--- config.mk ---
export PLATFORM = sky130hd
export DESIGN_NAME = my_f_flat
export DESIGN_NICKNAME = d
export VERILOG_FILES = /design/src/rtl/my_f_pkg.sv /design/src/rtl/my_f_if.sv /design/src/rtl/my_f_leg.sv /design/src/rtl/my_f.sv /design/src/flat_wrapper.sv
export SDC_FILE = /design/constraint.sdc
export NUM_CORES = 1
export LEC_CHECK = 0
export ABC_AREA = 1
export ABC_CLOCK_PERIOD_IN_PS = 1500
export CAP_MARGIN = 20
export CORE_MARGIN = 1.5
export CORE_UTILIZATION = 50
export CTS_CLUSTER_SIZE = 14
export DETAILED_ROUTE_END_ITERATION = 10
export MAX_ROUTING_LAYER = met4
export PLACE_DENSITY = 0.82
export SYNTH_ARGS = -nofsm -noshare
export SYNTH_HDL_FRONTEND = slang
export SYNTH_SLANG_ARGS = --single-unit
--- constraint.sdc ---
create_clock -name clk -period 1.5 [get_ports clk]
set_input_delay 0.15 -clock clk [delete_from_list [all_inputs] [get_ports clk]]
set_output_delay 0.15 -clock clk [all_outputs]
set_load 0.02 [all_outputs]
--- src/rtl/my_f_pkg.sv ---
// Shared types and constants for the my_f programmable 4-input function cell.
package my_f_pkg;

    typedef logic [1:0] leg_code_t;

    localparam leg_code_t LEG_ZERO = 2'b00;
    localparam leg_code_t LEG_ONE  = 2'b01;
    localparam leg_code_t LEG_D    = 2'b10;
    localparam leg_code_t LEG_ND   = 2'b11;

    localparam int unsigned NumLegs  = 8;
    localparam int unsigned CfgWidth = 2 * NumLegs;

    // Default configuration: F = A ^ B ^ C ^ D.
    localparam logic [CfgWidth-1:0] CFG_PARITY = 16'hEBBE;

    function automatic logic leg_eval(input leg_code_t code, input logic d);
        logic val;
        val = 1'b0;
        unique case (code)
            LEG_ZERO: val = 1'b0;
            LEG_ONE:  val = 1'b1;
            LEG_D:    val = d;
            LEG_ND:   val = ~d;
            default:  val = 1'b0;
        endcase
        return val;
    endfunction

endpackage

--- src/rtl/my_f_if.sv ---
// Function-cell bus: select/data inputs, config write port and result.
// F_comb exists only when MYF_COMB_OUT_EN is defined.
interface my_f_if;
    import my_f_pkg::*;

    logic                A;
    logic                B;
    logic                C;
    logic                D;
    logic                cfg_we;
    logic [CfgWidth-1:0] cfg_data;
    logic                F;
`ifdef MYF_COMB_OUT_EN
    logic                F_comb;
`endif

`ifdef MYF_COMB_OUT_EN
    modport master (
        output A, B, C, D, cfg_we, cfg_data,
        input  F, F_comb
    );

    modport slave (
        input  A, B, C, D, cfg_we, cfg_data,
        output F, F_comb
    );
`else
    modport master (
        output A, B, C, D, cfg_we, cfg_data,
        input  F
    );

    modport slave (
        input  A, B, C, D, cfg_we, cfg_data,
        output F
    );
`endif

endinterface

--- src/rtl/my_f_leg.sv ---
// One data leg of the function mux: decodes a 2-bit leg code against D.
module my_f_leg
    import my_f_pkg::*;
(
    input  leg_code_t code_i,
    input  logic      d_i,
    output logic      leg_o
);

    always_comb begin
        leg_o = leg_eval(code_i, d_i);
    end

endmodule

--- src/rtl/my_f.sv ---
// Programmable 4-input Boolean cell: 8:1 mux selected by {A,B,C}, legs driven by
// 0/1/D/~D, registered output. Define MYF_COMB_OUT_EN to expose unregistered F_comb.
module my_f
    import my_f_pkg::*;
#(
    parameter logic [CfgWidth-1:0] INIT_CFG = CFG_PARITY
) (
    input  logic clk,
    input  logic rst,
    my_f_if.slave bus
);

    logic [CfgWidth-1:0] cfg_q, cfg_d;
    logic                f_q, f_d;
    logic [NumLegs-1:0]  leg_val;
    logic [2:0]          sel;

    for (genvar i = 0; i < NumLegs; i++) begin : g_leg
        my_f_leg u_leg (
            .code_i (leg_code_t'(cfg_q[2*i +: 2])),
            .d_i    (bus.D),
            .leg_o  (leg_val[i])
        );
    end

    always_comb begin
        sel   = {bus.A, bus.B, bus.C};
        f_d   = leg_val[sel];
        cfg_d = bus.cfg_we ? bus.cfg_data : cfg_q;
    end

    // f_d is built from cfg_q, so a same-edge write only takes effect on the next edge.
    always_ff @(posedge clk or posedge rst) begin
        if (rst) begin
            cfg_q <= INIT_CFG;
            f_q   <= 1'b0;
        end else begin
            cfg_q <= cfg_d;
            f_q   <= f_d;
        end
    end

    assign bus.F = f_q;
`ifdef MYF_COMB_OUT_EN
    assign bus.F_comb = f_d;
`endif

endmodule

--- src/flat_wrapper.sv ---
// flat-port wrapper written by rule: the top's interface ports become plain ports
module my_f_flat import my_f_pkg::*;
#(
    parameter logic [CfgWidth-1:0] INIT_CFG = CFG_PARITY
)
  (clk, rst, bus_A, bus_B, bus_C, bus_D, bus_cfg_we, bus_cfg_data, bus_F);
  my_f_if bus_i ();
  input  logic clk;
  input  logic rst;
  input wire logic [$bits(bus_i.A)-1:0] bus_A;
  input wire logic [$bits(bus_i.B)-1:0] bus_B;
  input wire logic [$bits(bus_i.C)-1:0] bus_C;
  input wire logic [$bits(bus_i.D)-1:0] bus_D;
  input wire logic [$bits(bus_i.cfg_we)-1:0] bus_cfg_we;
  input wire logic [$bits(bus_i.cfg_data)-1:0] bus_cfg_data;
  output wire logic [$bits(bus_i.F)-1:0] bus_F;
  assign bus_i.A = bus_A;
  assign bus_i.B = bus_B;
  assign bus_i.C = bus_C;
  assign bus_i.D = bus_D;
  assign bus_i.cfg_we = bus_cfg_we;
  assign bus_i.cfg_data = bus_cfg_data;
  assign bus_F = bus_i.F;
  my_f #(.INIT_CFG(INIT_CFG)) u_core (.clk(clk), .rst(rst), .bus(bus_i));
endmodule
==> out/metrics.cfg <==
[pwr]
p_leak_nw=0.5172
combPwrFrac_pct=20.7
netSwitchingPower_uw=267.4
p_int_uw=748.6
p_clk_share_pct=24.3
power.total_mw=1.016
switching_share_pct=26.32
power_frac_seq_pct=55.0
peakVddDrop_uv=670.4
powerDensity_nw_per_um2=864.8

[worst_setup_path]
worstSetupEndpointType=output pin
crit_slowest_cell=clkdlybuf4s50_1
critPathKind=reg -> out
start_kind=flip-flop
crit_required_ns=1.35
cp_top_family=buffers and inverters
cp_num_buf_inv=1
slowest_delay_ns=0.59
crit_fanout=1
crit_chain=clkdlybuf4s50_1
crit_arrival_ns=1.22

[global_route]
grt_pass1_vias=656
antenna_found_initial=0
grt.overflow.total=0
grt_max_degree=25
grt_pass1_wl_mm=2.649
track_usage_pct=19.26

[finish]
final_cell_mix=nand2_1, clkdlybuf4s50_1, nand3_1, dfstp_2, inv_1
final_util_pct=68.79
register_area_um2=440.4
fillCellCount=144
multiInputGateArea_um2=356.6
fin_nets=145
drive_gt1_share_pct=26.45
diodes=0
area_growth_pct=31.88

[timing]
hold_violations=0
worst_pin_slew_ns=0.2103
fin_skew_ns=0.007316
rsz0062_at_grt=no
drv_slew=0
relSlewSlack_pct=85.94
fin_crit_sh_pct=91.28
setup_viol=0
setup_ws_ns=0.1308
finalSetupTns_ns=0
fmax_mhz=730.3
period_minus_slack_ns=1.369

[run_status]
outcome=complete, no violations

[drt]
drc=0
wl_met3_um=83
ant_nets=0
post_drt_via_cell_ratio=4.849
topRoutingLayerUsed=met4
drtIter0Drc=8
wl_met2_um=771
vias=708
wl_per_cell_um=11.34
wl_met1_um=764
detail_route.first_pass.iterations=4
routed_wl_mm=1.656

[clock_tree]
cts_buffers=3
cts_resized=0
clock_latency_ns=0.30
cts_sinks=17
post_cts_buffers=0
cts_tree=done
htreeDepth=1
root_buffer=clkbuf_4
clk_path_buf_depth=2
clk_pin_slew_ns=0.10
cts_hold_repair.buffers=0

[synth]
yosysSeqAreaShare_pct=49.44
synthXorXnorAreaFrac_pct=0
synthCells=96
synth_cell_types=13
ys_ff_latch=17
synth_simple_gate_area_share_pct=25.42
syn_area_um2=890.9
synthAdderAreaFrac_pct=0
muxShareOfSynthArea_pct=10.11
synth_nets=119
ys_warn_count=0
syn_avg_cell_area_um2=9.280
synth_top_family_by_area=simple AND/OR/NAND/NOR gates
synth_compound_area_share_pct=4.494

[placed_design]
dp_slack_ns=0.1620
place_congestion=0.7552
io_buffers=23
hpwl_mm=1.244

[die]
coreArea_um2=1708
dieArea_um2=2044
start_util_pct=52.16
rows=15
die_h_um=45.21
ios=24
die_x_um=45.21

[flow_run]
max-cap-violations=0

[hold_path]
worst_hold_path_type=in -> async

[through the flow]
step	instance area [um2]	std cells	hold WS (ns)
after global placement	1147	142	0.4776
final	1175	146	0.1478
after global routing	1175	146	0.1864
after CTS	1175	146	0.1548
after floorplan	890.9	96	0.06741
after detailed placement	1147	142	0.4847
[path summary, 6_finish.rpt]
path	start	endpoint	slack [ns]	cells after the start
setup / recovery	u_core.bus.F	bus_F	0.13	1
max in group asynchronous	rst	u_core.cfg_q[15]	1.10	3
min in group clk	bus_cfg_data[2]	u_core.cfg_q[2]	0.39	3
setup reg to reg	u_core.cfg_q[1]	u_core.bus.F	0.43	5
hold reg to reg	u_core.cfg_q[8]	u_core.cfg_q[8]	0.51	2
hold / removal	rst	u_core.cfg_q[12]	0.15	3
[per-layer routing]
layer,global-route usage [%],vias to the layer above
met1,21.63,324
met4,12.35,0
met5,-,-
li1,-,360
met2,30.86,20
met3,4.000,4
[state kept, by name, summed over array words and instances, names as in the netlist]
register      flops
u_core.cfg_q     16
u_core.bus.F      1
[area by class of cell]
| cell class | instances | area share, % |
|---|---|---|
| clock inverters | 1 | 0.4260 |
| well taps | 25 | 2.662 |
| clock buffers | 3 | 1.917 |
| repair buffers | 26 | 23.64 |
| inverters | 11 | 3.514 |
| flip-flops and latches | 17 | 37.49 |
| multi-input cells | 63 | 30.35 |
[kinds of logic (layout without fill, tap and decap cells)]
family	count (synthesis)	count (layout)
buf+inv	16	41
flops	17	17
simple gates	47	47
mux	8	8
compound gates	8	8
[synthesized netlist by cell type]
cell       n  share of area (%)
nand2_1   23                9.7
nand3_1   18                 10
dfstp_2   12                 35
inv_1     11                4.6
mux2_2     8                 10
o21ai_0    8                4.5
dfrtp_1    5                 14
nand3_2    3                3.4
buf_2      2                1.1
buf_6      2                2.5
nand2_2    2                1.4
buf_12     1                2.2
nand3b_1   1               0.84
[power groups by stage]
stage	clock network (mW)	registers [mW]	logic [mW]
after floorplan	0	0.563	0.120
after global placement	0	0.565	0.204
after global routing	0.272	0.566	0.234
after detailed placement	0	0.568	0.212
after CTS	0.253	0.560	0.213
final	0.247	0.559	0.210
No activity file was read; power rests on OpenSTA's default activity.
